## config.mk

```make
export PLATFORM = sky130hd
export DESIGN_NAME = pulse_expander_flat
export DESIGN_NICKNAME = d
export VERILOG_FILES = /design/src/rtl/pulse_expander_pkg.sv /design/src/rtl/pulse_expander_if.sv /design/src/rtl/pulse_expander_pend_counter.sv /design/src/rtl/pulse_expander.sv /design/src/flat_wrapper.sv
export SDC_FILE = /design/constraint.sdc
export NUM_CORES = 1
export LEC_CHECK = 0
export ABC_AREA = 0
export BUFFER_PORTS_ARGS = -buffer_cell sky130_fd_sc_hd__buf_2
export CAP_MARGIN = 30
export CELL_PAD_IN_SITES_DETAIL_PLACEMENT = 1
export CELL_PAD_IN_SITES_GLOBAL_PLACEMENT = 1
export CORE_MARGIN = 3
export CORE_UTILIZATION = 45
export DETAILED_ROUTE_END_ITERATION = 8
export PLACE_DENSITY_LB_ADDON = 0.1
export SYNTH_ARGS = -nofsm -noshare
export SYNTH_HDL_FRONTEND = slang
export SYNTH_HIERARCHICAL = 1
export SYNTH_SLANG_ARGS = --single-unit
```

## constraint.sdc

```tcl
create_clock -name clk -period 2.8 [get_ports clk]
set_input_delay 0.14 -clock clk [delete_from_list [all_inputs] [get_ports clk]]
set_output_delay 0.14 -clock clk [all_outputs]
set_load 0.05 [all_outputs]
```

## src/rtl/pulse_expander_pkg.sv

```systemverilog
// rtl/pulse_expander_pkg.sv - shared state encoding, parameter defaults and counter width
package pulse_expander_pkg;

  typedef enum logic [1:0] {
    S_IDLE  = 2'd0,
    S_PULSE = 2'd1,
    S_GAP   = 2'd2
  } state_t;

  localparam int DEF_RATIO  = 3;
  localparam int DEF_GAP    = 1;
  localparam int DEF_PEND_W = 2;
  localparam int CNT_W      = 8;

endpackage

```

## src/rtl/pulse_expander_if.sv

```systemverilog
// rtl/pulse_expander_if.sv - request/pulse bundle between requester and expander
interface pulse_expander_if;
  logic in;
  logic clr_ovf;
  logic out;
  logic busy;
  logic ovf;

  modport master (output in, clr_ovf, input out, busy, ovf);
  modport slave  (input in, clr_ovf, output out, busy, ovf);
endinterface

```

## src/rtl/pulse_expander_pend_counter.sv

```systemverilog
// rtl/pulse_expander_pend_counter.sv - saturating up/down count of queued requests
module pend_counter #(
  parameter int W = 2
) (
  input  logic clk,
  input  logic rst_n,
  input  logic inc,
  input  logic dec,
  output logic full,
  output logic empty
);

  logic [W-1:0] count;

  assign full  = &count;
  assign empty = (count == '0);

  // Simultaneous inc and dec cancel; the count never wraps in either direction.
  always_ff @(posedge clk or negedge rst_n) begin
    if (!rst_n) begin
      count <= '0;
    end else if (inc && !dec && !full) begin
      count <= count + 1'b1;
    end else if (dec && !inc && !empty) begin
      count <= count - 1'b1;
    end
  end

endmodule

```

## src/rtl/pulse_expander.sv

```systemverilog
// rtl/pulse_expander.sv - expands each request into RATIO spaced pulses; PULSE_EXPANDER_OVF_EN enables sticky ovf
module pulse_expander
  import pulse_expander_pkg::*;
#(
  parameter int RATIO  = DEF_RATIO,
  parameter int GAP    = DEF_GAP,
  parameter int PEND_W = DEF_PEND_W
) (
  input  logic             clk,
  input  logic             rst_n,
  pulse_expander_if.slave  bus
);

  state_t           state;
  logic [CNT_W-1:0] remaining;
  logic [CNT_W-1:0] gap_cnt;
  logic [CNT_W-1:0] rem_eff;
  logic             out_q;
  logic             busy_q;
  logic             ovf_q;
  logic             pend_full;
  logic             pend_empty;
  logic             at_end;
  logic             keep_going;
  logic             may_start;
  logic             pend_dec;
  logic             pend_inc;
  logic             take_in;
  logic             start_new;
  logic             drop;

  // Decision point: end of gap (or the pulse itself when GAP is 0); pending work beats a fresh request.
  always_comb begin
    rem_eff    = (state == S_PULSE) ? remaining - 1'b1 : remaining;
    at_end     = ((state == S_PULSE) && (GAP == 0)) ||
                 ((state == S_GAP) && (gap_cnt == CNT_W'(1)));
    keep_going = at_end && (rem_eff != '0);
    may_start  = (state == S_IDLE) || (at_end && (rem_eff == '0));
    pend_dec   = may_start && !pend_empty;
    take_in    = may_start && pend_empty && bus.in;
    start_new  = pend_dec || take_in;
    pend_inc   = bus.in && !take_in;
    drop       = pend_inc && pend_full && !pend_dec;
  end

  pend_counter #(.W(PEND_W)) u_pend (
    .clk   (clk),
    .rst_n (rst_n),
    .inc   (pend_inc),
    .dec   (pend_dec),
    .full  (pend_full),
    .empty (pend_empty)
  );

  // Burst sequencer with out/busy registered alongside the state.
  always_ff @(posedge clk or negedge rst_n) begin
    if (!rst_n) begin
      state     <= S_IDLE;
      remaining <= '0;
      gap_cnt   <= '0;
      out_q     <= 1'b0;
      busy_q    <= 1'b0;
    end else begin
      case (state)
        S_IDLE: begin
          if (start_new) begin
            state     <= S_PULSE;
            remaining <= CNT_W'(RATIO);
            out_q     <= 1'b1;
            busy_q    <= 1'b1;
          end
        end
        S_PULSE: begin
          remaining <= start_new ? CNT_W'(RATIO) : rem_eff;
          if (!at_end) begin
            state   <= S_GAP;
            gap_cnt <= CNT_W'(GAP);
            out_q   <= 1'b0;
          end else if (!(keep_going || start_new)) begin
            state  <= S_IDLE;
            out_q  <= 1'b0;
            busy_q <= 1'b0;
          end
        end
        S_GAP: begin
          if (!at_end) begin
            gap_cnt <= gap_cnt - 1'b1;
          end else if (keep_going || start_new) begin
            state <= S_PULSE;
            out_q <= 1'b1;
            if (start_new) remaining <= CNT_W'(RATIO);
          end else begin
            state  <= S_IDLE;
            busy_q <= 1'b0;
          end
        end
        default: begin
          state  <= S_IDLE;
          out_q  <= 1'b0;
          busy_q <= 1'b0;
        end
      endcase
    end
  end

`ifdef PULSE_EXPANDER_OVF_EN
  // Sticky overflow; a drop in the same cycle as a clear keeps the flag set.
  always_ff @(posedge clk or negedge rst_n) begin
    if (!rst_n) begin
      ovf_q <= 1'b0;
    end else if (drop) begin
      ovf_q <= 1'b1;
    end else if (bus.clr_ovf) begin
      ovf_q <= 1'b0;
    end
  end
`else
  logic unused_ovf;
  assign unused_ovf = drop ^ bus.clr_ovf;
  assign ovf_q      = 1'b0;
`endif

  assign bus.out  = out_q;
  assign bus.busy = busy_q;
  assign bus.ovf  = ovf_q;

endmodule

```

## src/flat_wrapper.sv

```systemverilog
// flat-port wrapper written by rule: the top's interface ports become plain ports
module pulse_expander_flat import pulse_expander_pkg::*;
#(
  parameter int RATIO  = DEF_RATIO,
  parameter int GAP    = DEF_GAP,
  parameter int PEND_W = DEF_PEND_W
)
  (clk, rst_n, bus_in, bus_clr_ovf, bus_out, bus_busy, bus_ovf);
  pulse_expander_if bus_i ();
  input  logic clk;
  input  logic rst_n;
  input wire logic [$bits(bus_i.in)-1:0] bus_in;
  input wire logic [$bits(bus_i.clr_ovf)-1:0] bus_clr_ovf;
  output wire logic [$bits(bus_i.out)-1:0] bus_out;
  output wire logic [$bits(bus_i.busy)-1:0] bus_busy;
  output wire logic [$bits(bus_i.ovf)-1:0] bus_ovf;
  assign bus_i.in = bus_in;
  assign bus_i.clr_ovf = bus_clr_ovf;
  assign bus_out = bus_i.out;
  assign bus_busy = bus_i.busy;
  assign bus_ovf = bus_i.ovf;
  pulse_expander #(.RATIO(RATIO), .GAP(GAP), .PEND_W(PEND_W)) u_core (.clk(clk), .rst_n(rst_n), .bus(bus_i));
endmodule
```

==> results.md, run 1 <==
* R2r worst-path depth at 10
* Worst min-delay path category: input pin to async pin
* All-Layer GR Usage at 19.3%
* CTS H-tree depth at 1
* Post-Synthesis Cells at 162
* F_max at 0.392 GHz
* Final Slew Violations at 0
* Pre-antenna DRT Iters at 4
* Critical-path cell list: inv_1 -> ha_2 -> nor4b_4 -> xor2_2 -> o41ai_2 -> buf_4 -> a21boi_0 -> and3b_1 -> nor3_2 -> a21oi_2
* Core ar. at 2900 um2
* Clock Sinks at 22
* RR Startpoint: u_core/state[1]
* Final number of setup-violating endpoints at 0
* Nature of the critical path endpoint: flip-flop
* # rows at 19
* CTS Root Cell: clkbuf_4
* DRC Markers at 0
* Leakage at 0.706 nW
* Unrepaired setup endpoints after global routing: false
* Layout cells sized above 1 at 15.8%
* Die Ht at 62.8 um
* Status: complete, no violations
* Wire per inst at 16.0 um
* CTS tree: built
* Drt first-iter violations at 50
* Cell Pwr Density at 1110 nW/um2
* Routability cong. at 0.818
* I/O Pins at 7
* Syn Area/Cell at 8.95 um2
* Delay-heaviest family, CP: simple AND/OR/NAND/NOR gates
* Worst slew pin tran at 676 ps
* Net Count, Synth at 173
* Clock tree buffer depth at 2
* Crit path DAT at 2770 ps
* Routed Wire Length at 3410 um
* Vias in the first global route at 1,291
* Layout area overhead at 9.49%
* Final setup TNS at 0 ps
* HPWL Detailed at 2510 um
* Vias after detailed routing at 1,207
* Period minus WS final at 2550 ps
* # fillers at 355
* Vias per cell at 5.67
* Routed Antenna Nets at 0
* Starting Density at 50.0%
* Ant. Diodes at 0
* Max-cap violations at 0
* Clock slew at reported path FFs at 130 ps
* Most common cell after layout, fill and taps aside: dfrtp_1
* DP Area at 1530 um2
* Final Skew at 4.77 ps
* Worst Path Required at 3020 ps
* NumNets Final at 183
* Initial antenna violation count at 0
* Final hold violations at 0
* Reg area at 551 um2
* Yosys warning count at 6
* Relative slew slack at 54.5%
* Slowest CP cell: dfrtp_1
* Most frequent cells in the layout: dfrtp_1 (22), nand2_1 (17), nor2_1 (17), inv_1 (10), o21ai_0 (9)
* Worst Setup Start Kind: flip-flop
* Crit-path max FO at 8
* Buf+Inv Stages, Crit Path at 2
* R2r endpoint: u_core/u_pend/count[0]
* Num CTS Buffers at 3
* WS Path Type: flip-flop to flip-flop
* VDD IR max at 0.000588 V
* Largest net degree at the start of global routing at 23
* Flop-to-flop setup slack at 250 ps
* Tcrit/Tclk final at 91.1%
* First-pass GRT wire length at 6090 um
* DIE AREA at 3940 um2
* Chip width at 62.8 um
* Footprint of the multi-input gates at 843 um2
* Mapped Area at 1450 um2
* Insertion delay to the later sink of the worst-skew pair at 320 ps
* Cell area after layout at 1590 um2
* Port bufs at 4
* Final global-route overflow total at 0
* Max incr delay on CP at 420 ps
==> flip-flops by register name (all words and copies together), names as in the netlist <==
name	flops
u_core/u_pend/count	2
u_core/gap_cnt	8
u_core/bus.busy	1
u_core/bus.out	1
u_core/state	2
u_core/remaining	8
==> stage by stage <==
stage / hold slack [ps] / power, W / util [%] / setup WS [ps] / instances
after global placement: 134 / 0.00151 / 52.7 / 344 / 207
after floorplan: -156 / 0.00130 / - / 586 / 162
final: 324 / 0.00176 / 54.7 / 249 / 213
after detailed placement: 144 / 0.00157 / 52.7 / 217 / 207
after CTS: 323 / 0.00177 / 54.3 / 186 / 212
after global routing: 361 / 0.00194 / 54.7 / 11.2 / 213
==> metal layers <==
layer  part of all wire, %  global-route usage [%]  vias to the layer above  wire length [um]
li1                      -                       -                      587                 -
met1                    44                    22.9                      604              1510
met2                    53                    34.9                       12              1790
met3                   1.6                    2.34                        4                55
met4                   1.2                    7.99                        0                42
met5                     0                       0                        -                 0
==> power by group <==
part	total [W]	internal (W)	leakage, nW	switching [W]
logic	0.00101	0.000411	0.409	0.000604
registers	0.000555	0.000431	0.276	0.000123
clock network	0.000186	0.0000796	0.0210	0.000107
==> area by class of cell <==
cell class | count | area share (%)
timing repair buffer | 10 | 4.26
inverter | 10 | 2.36
multi-input combinational | 125 | 53.1
sequential | 22 | 34.7
tap | 42 | 3.31
clock buffer | 4 | 2.29
==> timing repair <==
item,4_1_cts,5_1_grt
hold buffers,1,0
endpoints found under the setup margin,0,2
setup buffers,0,1
resized for setup,0,2
hold endpoints to repair,22,0
==> worst max-delay path by stage <==
| stage | from | end | depth (start not counted) |
|---|---|---|---|
| 2_1_floorplan | u_core/state[1] | u_core/u_pend/count[0] | 9 |
| 3_3_place_gp | u_core/state[1] | u_core/u_pend/count[0] | 10 |
| 3_5_place_dp | u_core/state[1] | u_core/u_pend/count[0] | 10 |
| 4_1_cts | u_core/state[1] | u_core/u_pend/count[0] | 10 |
| 5_1_grt | u_core/state[1] | u_core/u_pend/count[0] | 10 |
| 6_report | u_core/state[1] | u_core/u_pend/count[0] | 10 |
No activity file was read; power rests on OpenSTA's default activity.
==> run 2: changes to the inputs <==
--- a/config.mk
+++ b/config.mk
@@ -5,13 +5,13 @@
 export SDC_FILE = /design/constraint.sdc
 export NUM_CORES = 1
 export LEC_CHECK = 0
-export ABC_AREA = 0
+export ABC_AREA = 1
 export BUFFER_PORTS_ARGS = -buffer_cell sky130_fd_sc_hd__buf_2
 export CAP_MARGIN = 30
 export CELL_PAD_IN_SITES_DETAIL_PLACEMENT = 1
 export CELL_PAD_IN_SITES_GLOBAL_PLACEMENT = 1
 export CORE_MARGIN = 3
-export CORE_UTILIZATION = 45
+export CORE_UTILIZATION = 44
 export DETAILED_ROUTE_END_ITERATION = 8
 export PLACE_DENSITY_LB_ADDON = 0.1
 export SYNTH_ARGS = -nofsm -noshare
==> results.md, run 2 <==
* WS Path Type: flip-flop to flip-flop
* Final Skew at 2.28 ps
* Final WS setup at 404 ps
* Largest net degree at the start of global routing at 23
* R2r worst-path depth at 16
* Relative slew slack at 65.2%
* Flop-to-flop setup slack at 400 ps
* CTS H-tree depth at 1
* Clock Sinks at 22
* Period minus WS final at 2400 ps
* Worst setup path start: u_core/state[1]
* Cell area after layout at 1680 um2
* Most common cell after layout, fill and taps aside: nand2_1
* Routed Antenna Nets at 0
* Layout area overhead at 8.50%
* Clock slew at reported path FFs at 130 ps
* Comb power frac at 59.2%
* VDD IR max at 0.000371 V
* Post-CTS setup buffer count at 0
* Final Slew Violations at 0
* All-Layer GR Usage at 19.9%
* HP Start: bus_in
* Worst slew pin tran at 522 ps
* Final setup TNS at 0 ps
* Crit-path max FO at 10
* Sequential share of power at 26.3%
* Pre-CTS worst setup slack at 265 ps
* Cell Pwr Density at 1030 nW/um2
* CTS Root Cell: clkbuf_4
* Post-Synthesis Cells at 221
* Num CTS Buffers at 3
* Status: complete, no violations
* CTS tree: built
* Reg area at 551 um2
* Max incr delay on CP at 440 ps
* # rows at 20
* NumNets Final at 241
* DP Area at 1610 um2
* Pint at 0.000844 W
* Critical-path cell list: inv_1 -> ha_2 -> inv_2 -> nor2_4 -> nand3_1 -> nand2_1 -> inv_1 -> nand2_1 -> nor2_2 -> nand3_2 -> nand2_2 -> nand2_4 -> inv_1 -> nor2_2 -> nand2_1 -> o21ai_2
* Syn Area/Cell at 7.00 um2
* RR Startpoint: u_core/state[1]
* Insertion delay to the later sink of the worst-skew pair at 310 ps
* F_max at 0.417 GHz
* Leakage at 0.862 nW
* Clock share of power at 14.4%
* Max-cap violations at 0
* Nature of the critical path endpoint: flip-flop
* Fin Hold WS at 290 ps
* Most frequent cells in the layout: nand2_1 (67), inv_1 (36), dfrtp_1 (22), nor2_1 (21), nand3_1 (15)
* Yosys warning count at 6
* Footprint of the multi-input gates at 843 um2
* Wire per inst at 13.4 um
* Leading registers by flop count: u_core/gap_cnt x8, u_core/remaining x8
* Core ar. at 3200 um2
* Layout cells sized above 1 at 12.2%
* Tcrit/Tclk final at 85.6%
* Routed Wire Length at 3670 um
* Worst Setup Start Kind: flip-flop
* Port bufs at 4
* Last element of the critical path: u_core/remaining[5]
* Worst Path Required at 3050 ps
* Unrepaired setup endpoints after global routing: false
* HPWL Detailed at 2840 um
* I/O Pins at 7
* Crit path DAT at 2650 ps
* DRC Markers at 0
* Final number of setup-violating endpoints at 0
* Drt first-iter violations at 45
* Chip width at 65.3 um
* R2r endpoint: u_core/remaining[5]
* First-pass GRT wire length at 6670 um
* Slowest CP cell: dfrtp_1
* Net Count, Synth at 232
* Vias after detailed routing at 1,386
* Initial antenna violation count at 0
* Worst min-delay path category: input pin to flip-flop
* Routability cong. at 0.812
* Vias per cell at 5.08
* Delay-heaviest family, CP: simple AND/OR/NAND/NOR gates
* Final global-route overflow total at 0
* Final core occ at 52.4%
* Net Sw Power at 0.000888 W
* # fillers at 456
* Die Ht at 65.3 um
* Clock tree buffer depth at 2
* Switching share of total power at 51.3%
* Starting Density at 48.3%
* Final hold violations at 0
* Mapped Area at 1550 um2
* Crit path depth at 16
* Buf+Inv Stages, Crit Path at 4
* Ant. Diodes at 0
* Vias in the first global route at 1,525
* DIE AREA at 4260 um2
* Pre-antenna DRT Iters at 5
==> run 2: per-stage QoR <==
stage / total power (W) / instances
after floorplan: 0.00127 / 221
after global placement: 0.00141 / 268
after detailed placement: 0.00148 / 268
after CTS: 0.00174 / 273
after global routing: 0.00191 / 273
final: 0.00173 / 273
==> run 2: repair_timing <==
item / in CTS / in global routing
gates resized for setup: 0 / 2
setup endpoints to repair: 0 / 6
hold endpoints to repair: 22 / 0
hold buffers: 1 / 0
==> run 2: how the worst min path moves through the flow <==
stage | to | cells past startpoint
global route | u_core/u_pend/count[1] | 7
global placement | u_core/bus.out | 1
detailed placement | u_core/state[0] | 1
CTS | u_core/u_pend/count[1] | 7
finish | u_core/u_pend/count[1] | 7
floorplan | u_core/bus.busy | 0
==> run 2: worst reg2reg max path, stage by stage, from the launching register on <==
cell     delay (ps)
dfrtp_1         440
inv_1           100
ha_2            250
inv_2           130
nor2_4          130
nand3_1          90
nand2_1         110
inv_1            50
nand2_1          70
nor2_2           60
nand3_2          70
nand2_2          80
nand2_4          90
inv_1            90
nor2_2          280
nand2_1         150
o21ai_2         150
==> run 2: cell type report <==
class	count	share of cell area [%]
clock buffers	3	1.34
clock inverters	1	1.79
inverters	37	8.28
multi-input cells	160	50.3
flip-flops and latches	22	32.8
well taps	44	3.28
repair buffers	6	2.24
==> run 2: routing by layer <==
metal  track usage, %  vias to the layer above  part of all wire (%)  wire length [um]
met5                0                        -                     0                 0
met4             5.44                        0                  0.84                31
met3             2.22                        4                   1.5                55
met2             36.9                       10                    49              1810
met1             24.2                      661                    48              1780
li1                 -                      711                     -                 -
==> run 2: power groups by stage <==
stage / clock network (W) / logic [W] / registers (W)
after global routing: 0.000278 / 0.00117 / 0.000469
final: 0.000250 / 0.00103 / 0.000456
after detailed placement: 0 / 0.00101 / 0.000464
after global placement: 0 / 0.000954 / 0.000459
after floorplan: 0 / 0.000763 / 0.000504
after CTS: 0.000257 / 0.00102 / 0.000457
